[src/rtl/number_entry_pkg.sv]
// Shared sizing constants, FSM state encoding and the hex-to-segment table
// used by the number entry block.
package number_entry_pkg;

   localparam int NUM_BYTES = 32;
   localparam int BYTE_W    = 8;
   localparam int NUM_W     = NUM_BYTES * BYTE_W;
   localparam int IDX_W     = $clog2(NUM_BYTES + 1);

   typedef enum logic {
      ST_ENTER = 1'b0,
      ST_FULL  = 1'b1
   } state_t;

   // Segment order is {g,f,e,d,c,b,a}, active-high.
   function automatic logic [6:0] hex_to_seg(input logic [3:0] hex);
      logic [6:0] seg;
      seg = '0;
      case (hex)
         4'h0: seg = 7'h3F;
         4'h1: seg = 7'h06;
         4'h2: seg = 7'h5B;
         4'h3: seg = 7'h4F;
         4'h4: seg = 7'h66;
         4'h5: seg = 7'h6D;
         4'h6: seg = 7'h7D;
         4'h7: seg = 7'h07;
         4'h8: seg = 7'h7F;
         4'h9: seg = 7'h6F;
         4'hA: seg = 7'h77;
         4'hB: seg = 7'h7C;
         4'hC: seg = 7'h39;
         4'hD: seg = 7'h5E;
         4'hE: seg = 7'h79;
         4'hF: seg = 7'h71;
         default: seg = '0;
      endcase
      return seg;
   endfunction

endpackage

[src/rtl/hex2digit_hex.sv]
// Single hex digit to 7-segment decoder; INVERT=1 drives active-low segments.
module hex2digit_hex #(
   parameter bit INVERT = 1'b0
) (
   input  logic [3:0] hex,
   output logic [6:0] seg
);
   import number_entry_pkg::*;

   logic [6:0] seg_raw;

   always_comb begin
      seg_raw = hex_to_seg(hex);
      seg     = INVERT ? ~seg_raw : seg_raw;
   end

endmodule

[src/rtl/number_entry.sv]
// Byte-by-byte entry of a wide number from board switches, with the current
// entry index shown on two 7-segment digits.
module number_entry #(
   parameter int NUM_BYTES = number_entry_pkg::NUM_BYTES,
   parameter int BYTE_W    = number_entry_pkg::BYTE_W
) (
   input  logic                          clk,
   input  logic                          reset,
   input  logic [BYTE_W-1:0]             sw,
   input  logic                          btn_flg_store,
   input  logic                          btn_flg_clear,
   output logic [NUM_BYTES*BYTE_W-1:0]   number,
   output logic                          number_valid,
   output logic                          full,
   output logic [BYTE_W-1:0]             leds,
   output logic [13:0]                   digs
);
   import number_entry_pkg::*;

   localparam int CNT_W = $clog2(NUM_BYTES + 1);
   localparam int SEL_W = $clog2(NUM_BYTES);
   localparam logic [CNT_W-1:0] LAST_IDX  = CNT_W'(NUM_BYTES - 1);
   localparam logic [7:0]       FULL_IDX8 = 8'(NUM_BYTES);

   state_t            state;
   logic [CNT_W-1:0]  idx;
   logic [BYTE_W-1:0] bytes_q [NUM_BYTES];

   logic [7:0]        idx8;
   logic [3:0]        hi_nib;
   logic [3:0]        lo_nib;

   always_ff @(posedge clk or posedge reset) begin
      if (reset) begin
         state        <= ST_ENTER;
         idx          <= '0;
         leds         <= '0;
         number_valid <= 1'b0;
         full         <= 1'b0;
         for (int unsigned i = 0; i < NUM_BYTES; i++) begin
            bytes_q[i] <= '0;
         end
      end else begin
         number_valid <= 1'b0;
         // Clear takes priority over a coincident store.
         if (btn_flg_clear) begin
            state <= ST_ENTER;
            idx   <= '0;
            leds  <= '0;
            full  <= 1'b0;
            for (int unsigned i = 0; i < NUM_BYTES; i++) begin
               bytes_q[i] <= '0;
            end
         end else if (btn_flg_store && state == ST_ENTER) begin
            bytes_q[idx[SEL_W-1:0]] <= sw;
            leds                    <= sw;
            idx                     <= idx + CNT_W'(1);
            if (idx == LAST_IDX) begin
               state        <= ST_FULL;
               full         <= 1'b1;
               number_valid <= 1'b1;
            end
         end
      end
   end

   for (genvar g = 0; g < NUM_BYTES; g++) begin : g_pack
      assign number[g*BYTE_W +: BYTE_W] = bytes_q[g];
   end

   always_comb begin
      idx8   = 8'(idx);
      lo_nib = idx8[3:0];
      hi_nib = (state == ST_FULL) ? FULL_IDX8[7:4] : idx8[7:4];
   end

   hex2digit_hex #(
      .INVERT(1'b1)
   ) u_dig_hi (
      .hex(hi_nib),
      .seg(digs[13:7])
   );

   hex2digit_hex #(
      .INVERT(1'b1)
   ) u_dig_lo (
      .hex(lo_nib),
      .seg(digs[6:0])
   );

endmodule

[config.mk]
export PLATFORM = sky130hd
export DESIGN_NAME = number_entry
export DESIGN_NICKNAME = d
export VERILOG_FILES = /design/src/rtl/number_entry_pkg.sv /design/src/rtl/hex2digit_hex.sv /design/src/rtl/number_entry.sv
export SDC_FILE = /design/constraint.sdc
export NUM_CORES = 1
export LEC_CHECK = 0
export ABC_AREA = 1
export ABC_CLOCK_PERIOD_IN_PS = 9800
export CAP_MARGIN = 10
export CORE_ASPECT_RATIO = 1.25
export CORE_MARGIN = 2
export CORE_UTILIZATION = 45
export CTS_BUF_LIST = sky130_fd_sc_hd__clkbuf_8 sky130_fd_sc_hd__clkbuf_16
export DETAILED_ROUTE_END_ITERATION = 8
export PLACE_DENSITY = 0.77
export SLEW_MARGIN = 10
export SYNTH_ARGS = -nofsm -noshare
export SYNTH_HDL_FRONTEND = slang
export SYNTH_HIERARCHICAL = 1
export SYNTH_SLANG_ARGS = --single-unit
[constraint.sdc]
create_clock -name clk -period 9.8 [get_ports clk]
set_input_delay 1.96 -clock clk [delete_from_list [all_inputs] [get_ports clk]]
set_output_delay 1.96 -clock clk [all_outputs]
set_load 0.05 [all_outputs]
Word-level counts from Yosys, hierarchy flattened:

Memory sizes are Yosys's and may differ from the RTL's.
Cells that the tools add are included.

* add/subtract/negate cells: 1
* $lt $le $gt $ge: 2
* equality and inequality tests: 1
* mux-type cells: 16
* bitwise gates (word level): 4
* reduce and logical (&&, ||, !) cells: 5

Operators with widths (count)
* 2-to-1 mux 256 bit: 2
* bitwise mux 256 bit: 1
* demux 8 bit (select 5 bit): 1
* 2-to-1 mux 8 bit: 3
* inverter 7 bit: 2
* 2-to-1 mux 6 bit: 2
* adder 6 x 1 -> 6 bit, second input constant: 1
* equality test 6 x 5 -> 1 bit, second input constant: 1
* >= comparator 6 bit, second input constant: 1
* less-than comparator 6 x 1 -> 1 bit, second input constant: 1
* 2-to-1 mux 1 bit: 6
* inverter 5 -> 6 bit: 1
* nonzero test 2 bit: 2
* logical AND 1 bit: 2
* 2-to-1 mux 2 bit: 1
* AND reduction 2 bit: 1
* inverter 1 bit: 1

* bits in registers: 272
* memory bits (read-only): 224
* bits of input ports: 12
* output and inout port bits: 280
* memories kept: 2

Memories
* (no name shown): depth 16, width 7, read ports 1, clocked after memory_dff 0, write ports 0, line number_entry_pkg.sv:19 `case (hex)`
* (no name shown): depth 16, width 7, read ports 1, clocked after memory_dff 0, write ports 0, line number_entry_pkg.sv:19

Longest topological paths before layout:

* depth in word-level cells: 8
* gate-level depth with buffers: 9
* mapped depth without buffers: 9

Hierarchy:

The synthesis kept the hierarchy.

By module, submodules not included
* number_entry: times used 1, cells an instance 1230, area each 11209.5 um^2
* hex2digit_hex: times used 2, cells an instance 51, area each 262.8 um^2

Least setup slack after synthesis:

No wires, ideal clock.

* kind: register -> output
* start point: register state
* end point: output digs[12]
* arrival: 1997 ps
* required time: 7840 ps
* setup slack: 5843 ps
* cell stages (with the launch flop): 8
* buffers on the path: 0
* path through: dfrtp_1 -> inv_1 -> nand2_1 -> inv_1 -> ha_1 -> nor2_1 -> nor2_1 -> nor2_1

* cells in the longest elaborated chain, start to end: 3

Ends and longest elaborated chain
* start: declaration: line number_entry.sv:25 `state_t state;`
* start signal: assignment: line number_entry.sv:35 `state <= ST_ENTER;`
* start signal: assignment: line number_entry.sv:47 `state <= ST_ENTER;`
* start signal: assignment: line number_entry.sv:59 `state <= ST_FULL;`
* 2-to-1 mux 2 bit: line number_entry.sv:74 `hi_nib = (state == ST_FULL) ? FULL_IDX8[7:4] : idx8[7:4];`
* via hi_nib[1]: line number_entry.sv:30 `logic [3:0] hi_nib;`
* memory read (16 x 7 bit)
* inverter 7 bit: line hex2digit_hex.sv:14 `seg = INVERT ? ~seg_raw : seg_raw;`
* end: declaration: line number_entry.sv:16 `output logic [13:0] digs`

The timed path passes the listed nets, and every way through them passes these cells.

Final worst setup path:

* start point: register idx[4]
* end point: output digs[12]

* cells in the longest elaborated chain, start to end: 3

Ends and longest elaborated chain
* start: declaration: line number_entry.sv:26 `logic [CNT_W-1:0] idx;`
* start signal: assignment: line number_entry.sv:57 `idx <= idx + CNT_W'(1);`
* 2-to-1 mux 2 bit: line number_entry.sv:74
* via hi_nib[0]: line number_entry.sv:30
* memory read (16 x 7 bit)
* inverter 7 bit: line hex2digit_hex.sv:14

The timed path passes the listed nets, and every way through them passes these cells.

==> metrics.txt <==
outcome completed; pwr dens between 150 and 200 nW/um^2; Tcrit/Tclk final 0.4967; Syn Area/Cell just under 9 sq um; hold path depth 2; Pleak approximately 0.008 uW; Post-Layout Cell Count a little under 2000; first-pass GRT wire length approximately 55 mm; Total GRT Usage 0.2575; post-route cell area 15780 sq um; GRT overflow 0; Rows 66; Setup Buffers After CTS 0; drt drc 0; sequential share of the synthesized area 0.5800; # hold bufs at CTS 0; core area about 26000 sq um; Longest Clk Path Bufs 3; Vias/cell ~5.2; Critical Path Sink Type output port; CTS Root Buffer Type clkbuf_16; Initial Util 0.4540; Mapped Area ~12000 sq um; die area about 27000 sq um; Post-DP Area 14850 sq um; die extent in y around 180 microns; number of global-route vias before repair between 9000 and 10000; via count 10190; worst hold path type flip-flop to flip-flop; Hold Vio Cnt, Final 0; share of layout cells above drive strength 1 0.08108; worst path arrival time just under 3 ns; layout overhead on the synthesized area 34.47%; final critical-path required period around 4.9 ns; slew margin rel. 0.2790; clock skew between 0.01 and 0.015 ns; largest net degree at the start of global routing ~130; Peak VDD IR approximately 0.13 mV; Final GP Congestion ~0.86; hold path start number[174]; Worst Setup Slack, final about 4.9 ns; Worst-Margin Slew ~1.1 ns; unrepaired setup endpoints after global routing no; dpl ws approximately 5.0 ns; CP Class flip-flop to output port; # fillers about 2200; TritonCTS clock tree yes; Yosys top cell area share 0.5800; endpoint with the worst hold slack number[174]; routed wire length 35.74 mm; R2R depth 5; DRT antenna net count 0; crit path max fanout 7; Final nets 1638; area leader, netlist dfrtp_1; YS warnings 6; Die X roughly 150 microns; Synth Instances 1332; max cap viols 0; Antenna diodes 0; PostCTS Resize Cnt 0; setup TNS 0 ns; CTS clk-pin slew, worst paths approximately 0.070 ns; port buffer count 290; final setup fails 0; post-DP HPWL between 20 and 25 mm; initial antenna violation count 0; initial DRC count between 700 and 800; Clock Latency Late Sink between 0.5 and 0.6 ns; clk sinks around 270; Worst R2R Start state; Synth Register Bits between 200 and 300; library cells used by synthesis 28; Num CTS Buffers 27; reg2reg end number[103]; total power 2412 uW; Post-Place Cells between 1500 and 2000; detailed-router iteration count before antenna repair 5; Fmax about 0.21 GHz; Reg2Reg Setup Slack 7.50 ns; CP Launch Type flip-flop; routed length per instance between 15 and 20 microns; Critical Path RT between 7 and 8 ns; IO Pins between 200 and 300; htree depth 1; Slew Limit Fails 0; ranking of synthesized cells by area dfrtp_1, nand2_1, nand3_1
==> state kept, by name, summed over array words and instances (netlist names) <==
register	flops
number_valid	1
number	256
idx	6
leds	8
state	1
==> worst max path at each step <==
stage / startpoint / endpoint / slack [ns] / cells after the start
global placement: btn_flg_clear / number[103] / 5.03 / 6
CTS: idx[4] / digs[12] / 4.89 / 8
finish: idx[4] / digs[12] / 4.93 / 8
floorplan: reset / idx[0] / 0.34 / 1
global route: idx[4] / digs[12] / 4.80 / 8
detailed placement: btn_flg_clear / number[111] / 4.98 / 6
==> logic make-up after synthesis <==
| group | after synthesis | share of synthesized area |
|---|---|---|
| other | 1 | 0.0003196 |
| AOI/OAI and AO/OA | 71 | 0.03103 |
| DFF | 272 | 0.5800 |
| buffers and inverters | 115 | 0.04510 |
| and+or+nand+nor | 857 | 0.3265 |
| adders and majority gates | 16 | 0.01706 |
==> layout by cell type (no fill, tap or decap), drive strengths merged, types with 3 or more instances in the layout <==
cell           instances
o21ai                 61
bufinv                 4
nand2                585
nand4                  3
conb                   7
a21oi                  9
clkbuf                32
clkinv                 6
buf                    4
inv                   68
ha                    16
dfrtp                272
clkdlybuf4s50        290
nand3                217
nor2                  51
==> report_power, final <==
group | internal (uW) | switching, uW
clock network | 645 | 444
logic | 37.9 | 147
registers | 1130 | 7.53
==> through the flow <==
step / util / hold WS (ns)
final: 0.6105 / 0.4758
after global routing: 0.6105 / 0.4964
after CTS: 0.6105 / 0.4778
after detailed placement: 0.5746 / 0.4628
after global placement: 0.5746 / 0.4552
after floorplan: - / 0.5144
==> per-layer routing <==
layer	track usage	vias up	routed length, microns	share of wire
met5	0	-	0	0
met4	0.09371	0	1309	0.037
met3	0.04010	73	2174	0.061
met2	0.4415	393	17690	0.49
met1	0.3315	4916	14570	0.41
li1	-	4807	-	-
==> cell type report <==
class                   count  area, sq um  area share
multi-input cells         951         4432      0.2808
clock buffers              32        744.5     0.04718
clock inverters            15        183.9     0.01166
flip-flops and latches    272         6807      0.4313
well taps                 340        425.4     0.02696
repair buffers            294         2933      0.1859
inverters                  64        255.2     0.01618
==> Yosys cell counts, drive strengths merged <==
cell type,n
a21oi,9
buf,47
clkbuf,4
conb,1
dfrtp,272
ha,16
inv,64
nand2,585
nand3,217
nand4,3
nor2,51
nor3,1
o21ai,61
o22ai,1
==> worst max-delay path: stages (launching register included) <==
cell and delay [ns]:
dfrtp_1 0.50, inv_4 0.14, nor2_1 0.29, inv_1 0.17, ha_1 0.22, nor2_1 0.08, nor2_1 0.05, nor2_1 0.10
clkdlybuf4s50_1 0.81
No activity file was read; power rests on OpenSTA's default activity.
